$ cat src/rtl/sm4_pkg.sv
// Shared definitions for the SM4 channel arbiter: FSM encoding and datapath widths.
package sm4_pkg;

    localparam int SM4_BLK_W = 128;
    localparam int SM4_KEY_W = 128;

    typedef enum logic [2:0] {
        ST_IDLE,
        ST_DRAIN,
        ST_CFG,
        ST_WLO,
        ST_WHI,
        ST_XFER
    } sm4_state_e;

endpackage

$ cat src/rtl/sm4_rr_pick.sv
// Combinational round-robin picker: first asserted request after ptr, with wrap-around.
module sm4_rr_pick #(
    parameter int N = 4,
    parameter int W = 2
) (
    input  logic [N-1:0] req,
    input  logic [W-1:0] ptr,
    output logic [W-1:0] idx,
    output logic         any
);

    logic [W-1:0] j;

    always_comb begin
        any = 1'b0;
        idx = '0;
        j   = '0;
        for (int i = 1; i <= N; i++) begin
            j = W'((int'(ptr) + i) % N);
            if (!any && req[j]) begin
                any = 1'b1;
                idx = j;
            end
        end
    end

endmodule

$ cat src/rtl/sm4_ch_arbiter.sv
// Shares one SM4 AXIS engine between NCH channels, packet-granular round robin,
// reconfiguring the engine (after draining it) whenever channel or key changes.
module sm4_ch_arbiter
    import sm4_pkg::*;
#(
    parameter int NCH  = 4,
    parameter int CHW  = 2,
    parameter int OUTW = 8
) (
    input  logic                     clk,
    input  logic                     reset_n,
    input  logic [NCH-1:0]           key_wr,
    input  logic [SM4_KEY_W-1:0]     key_in,
    input  logic                     sel_in,
    input  logic [NCH*SM4_BLK_W-1:0] s_tdata,
    input  logic [NCH-1:0]           s_tvalid,
    input  logic [NCH-1:0]           s_tlast,
    output logic [NCH-1:0]           s_tready,
    output logic                     core_cfg_vld,
    output logic [SM4_KEY_W-1:0]     core_key,
    output logic                     core_sel,
    output logic [SM4_BLK_W-1:0]     core_s_tdata,
    output logic                     core_s_tvalid,
    output logic                     core_s_tlast,
    input  logic                     core_s_tready,
    input  logic [SM4_BLK_W-1:0]     core_m_tdata,
    input  logic                     core_m_tvalid,
    input  logic                     core_m_tlast,
    output logic [SM4_BLK_W-1:0]     m_tdata,
    output logic                     m_tvalid,
    output logic                     m_tlast,
    output logic [CHW-1:0]           m_tdest,
    output logic                     busy
);

    sm4_state_e state, state_nxt;

    logic [CHW-1:0]                gnt, last_gnt, loaded_ch, pick_idx;
    logic                          pick_any, loaded_vld;
    logic [NCH-1:0]                kv, dirty, sel_tab, elig;
    logic [NCH-1:0][SM4_KEY_W-1:0] key_tab;
    logic [SM4_KEY_W-1:0]          key_hold;
    logic                          sel_hold;
    logic [OUTW-1:0]               outst;
    logic                          in_xfer, in_cfg, acc;

    assign elig = s_tvalid & kv;

    sm4_rr_pick #(.N(NCH), .W(CHW)) u_pick (
        .req (elig),
        .ptr (last_gnt),
        .idx (pick_idx),
        .any (pick_any)
    );

    assign in_xfer = (state == ST_XFER);
    assign in_cfg  = (state == ST_CFG);

    assign core_s_tdata  = s_tdata[int'(gnt)*SM4_BLK_W +: SM4_BLK_W];
    assign core_s_tlast  = s_tlast[gnt];
    assign core_s_tvalid = in_xfer & s_tvalid[gnt];
    assign acc           = core_s_tvalid & core_s_tready;

    // Key is shown straight from the table during CFG so a same-cycle write is not lost:
    // the write re-marks the entry dirty and the next packet reconfigures again.
    assign core_cfg_vld = in_cfg;
    assign core_key     = in_cfg ? key_tab[gnt] : key_hold;
    assign core_sel     = in_cfg ? sel_tab[gnt] : sel_hold;

    always_comb begin
        s_tready = '0;
        if (in_xfer) s_tready[gnt] = core_s_tready;
    end

    assign m_tdata  = core_m_tdata;
    assign m_tvalid = core_m_tvalid;
    assign m_tlast  = core_m_tlast;
    assign busy     = (state != ST_IDLE);

    always_comb begin
        state_nxt = state;
        case (state)
            ST_IDLE: begin
                if (pick_any) begin
                    if (loaded_vld && (pick_idx == loaded_ch) && !dirty[pick_idx])
                        state_nxt = ST_XFER;
                    else
                        state_nxt = ST_DRAIN;
                end
            end
            ST_DRAIN: if (outst == '0) state_nxt = ST_CFG;
            ST_CFG:   state_nxt = ST_WLO;
            ST_WLO:   if (!core_s_tready) state_nxt = ST_WHI;
            ST_WHI:   if (core_s_tready) state_nxt = ST_XFER;
            ST_XFER:  if (acc && core_s_tlast) state_nxt = ST_IDLE;
            default:  state_nxt = ST_IDLE;
        endcase
    end

    always_ff @(posedge clk or negedge reset_n) begin
        if (!reset_n) begin
            state      <= ST_IDLE;
            gnt        <= '0;
            last_gnt   <= CHW'(NCH - 1);
            loaded_vld <= 1'b0;
            loaded_ch  <= '0;
            m_tdest    <= '0;
            key_hold   <= '0;
            sel_hold   <= 1'b0;
        end else begin
            state <= state_nxt;
            if (state == ST_IDLE && pick_any) gnt <= pick_idx;
            if (in_cfg) begin
                key_hold   <= key_tab[gnt];
                sel_hold   <= sel_tab[gnt];
                loaded_vld <= 1'b0;
                loaded_ch  <= gnt;
                // pipeline is empty here, so retagging the output is safe
                m_tdest    <= gnt;
            end
            if (state == ST_WHI && core_s_tready) loaded_vld <= 1'b1;
            if (acc && core_s_tlast) last_gnt <= gnt;
        end
    end

    always_ff @(posedge clk or negedge reset_n) begin
        if (!reset_n) begin
            outst <= '0;
        end else if (acc && !core_m_tvalid && outst != '1) begin
            outst <= outst + 1'b1;
        end else if (!acc && core_m_tvalid && outst != '0) begin
            outst <= outst - 1'b1;
        end
    end

    // A write wins over the CFG clear so a key landing mid-reconfig is never dropped.
    always_ff @(posedge clk or negedge reset_n) begin
        if (!reset_n) begin
            key_tab <= '0;
            sel_tab <= '0;
            kv      <= '0;
            dirty   <= '0;
        end else begin
            for (int c = 0; c < NCH; c++) begin
                if (in_cfg && gnt == CHW'(c)) dirty[c] <= 1'b0;
                if (key_wr[c]) begin
                    key_tab[c] <= key_in;
                    sel_tab[c] <= sel_in;
                    kv[c]      <= 1'b1;
                    dirty[c]   <= 1'b1;
                end
            end
        end
    end

endmodule

$ cat config.mk
export PLATFORM = sky130hd
export DESIGN_NAME = sm4_ch_arbiter
export DESIGN_NICKNAME = d
export VERILOG_FILES = /design/src/rtl/sm4_pkg.sv /design/src/rtl/sm4_rr_pick.sv /design/src/rtl/sm4_ch_arbiter.sv
export SDC_FILE = /design/constraint.sdc
export NUM_CORES = 1
export LEC_CHECK = 0
export CAP_MARGIN = 15
export CORE_AREA = 8 8 461 463
export CTS_BUF_LIST = sky130_fd_sc_hd__clkbuf_2
export CTS_CLUSTER_DIAMETER = 100
export DETAILED_ROUTE_END_ITERATION = 16
export DIE_AREA = 0 0 469 471
export HOLD_SLACK_MARGIN = 0.02
export SKIP_LAST_GASP = 1
export SYNTH_ARGS = -nofsm -noshare
export SYNTH_HDL_FRONTEND = slang
export SYNTH_HIERARCHICAL = 1
export SYNTH_SLANG_ARGS = --single-unit
$ cat constraint.sdc
create_clock -name clk -period 3.45 [get_ports clk]
set_input_delay 0.5175 -clock clk [delete_from_list [all_inputs] [get_ports clk]]
set_output_delay 0.5175 -clock clk [all_outputs]
set_load 0.02 [all_outputs]
==> flow_summary.toml <==
[yosys]
yosys_warnings = 6
ys_seq_elements = 671
synth_ff_type = "dfrtp_1"
avgSynthCellArea_um2 = 16.40
async_flop_share = 1.000
ys_types = 46
synthesis.nets = 2765
netlist_area_um2 = 32340
synth_edf_count = 0
synth_top_area_frac = 0.5176
synthCells = 1972
yosysTopAreaCell = "dfrtp_1"
synthTopCellsByArea = "dfrtp_1, mux2_2, mux4_2"
yosysSeqAreaShare = 0.5192

[clock_tree]
cts_buffers = 186
insertion_delay_ps = 1670
htreeDepth = 4
cts_tree = "done"
cts_sinks = 671
clockBufferDepth = 3
clock-root-buffer = "clkbuf_2"
cts.clk_slew.worst_paths_ps = 100

[placed_design]
globalplace.congestion = 0.9057
placement.io_buffers = 924
hpwl_um = 190400
place_ws_ps = 3.349
dp_cells = 5405

[pwr]
power.density_nw_per_um2 = 667.9
ir_drop_uv = 428.9
p_int_w = 0.02130
p_leak_nw = 21.47
clkPwrFrac = 0.172
switchingPower_w = 0.01399
p_seq_frac = 0.267
combPwrFrac = 0.561
swShare = 0.3964

[sta]
maxSlewViolCount = 0
setup_tns_ps = -159470
finalCritPeriodShare = 1.230
finalHoldViolations = 0
slew_headroom = 0.2033
setup_slack_ps = -793.7
fmax_mhz = 235.6
period_minus_slack_ps = 4244
finClkSkew_ps = 97.28
rsz0062_at_grt = "true"
finalSetupViolations = 264
worst_slew_pin_slew_ps = 1195

[global_route]
grt_start_max_net_pins = 79
grt_pass1_wl_um = 291500
track_usage = 0.2040
grt_antenna_before_repair = 242
grt_pass1_vias = 26950
grt.overflow.total = 0

[worst_setup_path]
cp.arrival_ps = 3730
endpoint_kind = "output pin"
cp_slowest_stage_delay_ps = 530
crit_type = "register to output pin"
slowest_stage = "mux4_2"
startpoint_type = "register"
cp.buffers_inverters = 4
crit_family = "buffers and inverters"
path_max_fanout = 10
crit_chain = "buf_12, buf_4, buf_16, mux4_2, mux2_2, dlygate4sd2_1"
worst_ep_required_time_ps = 2930

[min_path]
hp-class = "input pin to register"

[floorplan]
fp-row-count = 167
die_y_um = 471
fp.coreArea_um2 = 205600
pin_count = 1183
fp.dieArea_um2 = 220900
die_w_um = 469
initial_core_util = 0.1573

[drt]
drt-initial-drc-count = 1939
remaining_drc_errors = 0
ant_nets = 0
wirelength_um = 236300
viasPerCell = 4.140
dr.pass1.iters = 5
routed_wire_length_per_instance_um = 37.47
vias = 26110

[finish]
final_nets = 4165
fin_cells = 6306
fill_cells = 21380
area_growth_pct = 63.38
final_layout_size_suffix_gt1_frac = 0.4991

[job]
drv_cap = 0

[run_status]
status = "complete, but fails checks"
violations = "setup timing"
==> repair_timing <==
action	in CTS	in global routing
pin swaps	1	7
hold endpoints to repair	1211	0
endpoints found under the setup margin	267	276
gates resized for setup	690	717
hold buffers	314	0
cloned	19	9
buffers inserted	68	81
==> path summary, 6_finish.rpt <==
path	cells past startpoint	slack (ps)	start	end
min	3	350	key_in[60]	key_tab[60]
max in group asynchronous	7	1810	reset_n	key_tab[420]
max reg2reg	14	0	gnt[0]	outst[7]
min in group asynchronous	5	580	reset_n	key_tab[320]
min reg2reg	1	490	dirty[3]	dirty[3]
max	6	-790	gnt[0]	core_key[40]
==> layout make-up <==
class / count / area, um^2 / share of cell area
multi-input combinational: 1028 / 14470 / 0.2738
timing repair buffer: 1480 / 16240 / 0.3073
inverter: 5 / 18.77 / 0.0003552
clock buffer: 275 / 1376 / 0.02605
tap: 2704 / 3383 / 0.06402
clock inverter: 47 / 315.3 / 0.005967
antenna: 96 / 240.2 / 0.004546
sequential: 671 / 16800 / 0.3180
==> through the flow <==
| stage | total power (W) | hold slack [ps] | instance area (um^2) | util |
|---|---|---|---|---|
| finish | 0.03529 | 353.1 | 52840 | 0.2570 |
| global placement | 0.02482 | 452.4 | 44350 | 0.2157 |
| floorplan | 0.01724 | 221.9 | 32340 | - |
| global route | 0.03702 | 128.3 | 52750 | 0.2565 |
| detailed placement | 0.02493 | 452.5 | 44350 | 0.2157 |
| CTS | 0.03327 | 41.90 | 50600 | 0.2461 |
==> logic make-up (layout without fill, tap and decap cells) <==
group           Yosys count  count (layout)  share of synthesized area
compound gates           38              38                   0.007776
xor+xnor                  7               7                   0.001896
fa+ha+maj                 7               7                   0.002940
buf+inv                 273            1807                    0.04824
flops                   671             671                     0.5192
mux                     917             917                     0.4094
other cells               0              96                          0
simple gates             59              59                    0.01056
==> power groups by stage <==
| stage | logic [W] | clock network (W) | registers [W] |
|---|---|---|---|
| 2_1_floorplan | 0.00789 | 0 | 0.00935 |
| 3_3_place_gp | 0.0153 | 0 | 0.00953 |
| 3_5_place_dp | 0.0154 | 0 | 0.00958 |
| 4_1_cts | 0.0175 | 0.00631 | 0.00942 |
| 5_1_grt | 0.0207 | 0.00673 | 0.00955 |
| 6_report | 0.0198 | 0.00606 | 0.00942 |
==> worst register-to-register path: cells and delay by family, from the launching register on <==
kind / cells / cell delay, ps
buffers and inverters: 5 / 790
AND/OR/NAND/NOR: 4 / 870
multiplexers: 2 / 590
XOR/XNOR: 1 / 150
adder cells (fa/ha/maj): 1 / 350
AO/OA/AOI/OAI: 1 / 150
flip-flops: 1 / 520
==> placed cells by master (no fill, tap or decap), types with 4 or more instances in the layout <==
| master | count |
|---|---|
| inv_6 | 5 |
| buf_6 | 240 |
| nand4_1 | 4 |
| nand2_1 | 9 |
| mux2_4 | 98 |
| nor2_1 | 8 |
| or2_2 | 4 |
| dfrtp_1 | 664 |
| inv_1 | 5 |
| diode_2 | 96 |
| buf_12 | 73 |
| a31oi_1 | 6 |
| clkinvlp_4 | 4 |
| mux4_2 | 259 |
| a21oi_1 | 8 |
| mux2_2 | 558 |
| dlygate4sd2_1 | 9 |
| buf_8 | 30 |
| o21ai_0 | 6 |
| dlygate4sd3_1 | 308 |
| a21o_1 | 6 |
| nand3_1 | 4 |
| buf_16 | 28 |
| clkbuf_2 | 279 |
| nand2b_1 | 5 |
| clkinv_1 | 27 |
| xor2_1 | 4 |
| and2_1 | 4 |
| buf_4 | 110 |
| buf_2 | 14 |
| clkinv_2 | 6 |
| clkdlybuf4s50_1 | 652 |
| clkbuf_16 | 8 |
==> sequential cells by signal, summed over array words and instances (netlist names), 2 cells and up <==
signal and flops:
kv 4, key_tab 512, sel_tab 4, state 3, last_gnt 2, key_hold 128, gnt 2, loaded_ch 2
dirty 4, outst 8
==> metal layers <==
metal / track usage / vias to the layer above / part of all wire
met1: 0.2276 / 13500 / 0.36
met3: 0.1148 / 563 / 0.13
met5: 0 / - / 0.0025
met4: 0.1044 / 90 / 0.054
met2: 0.3108 / 1564 / 0.45
li1: - / 10390 / -
==> synth_stat cells, types with 3 or more instances <==
cell type / number
dfrtp_1: 669
mux2_2: 656
mux4_2: 259
buf_4: 131
clkbuf_1: 75
buf_2: 35
buf_1: 27
a21oi_1: 9
nand2_1: 9
nor2_1: 8
a31oi_1: 7
a21o_1: 6
ha_1: 6
nand2b_1: 6
o21ai_0: 6
inv_1: 5
nand3_1: 5
and2_1: 4
nand4_1: 4
or2_2: 4
xor2_1: 4
nor3_1: 3
xnor2_1: 3
(Power assumes the default switching activity.)
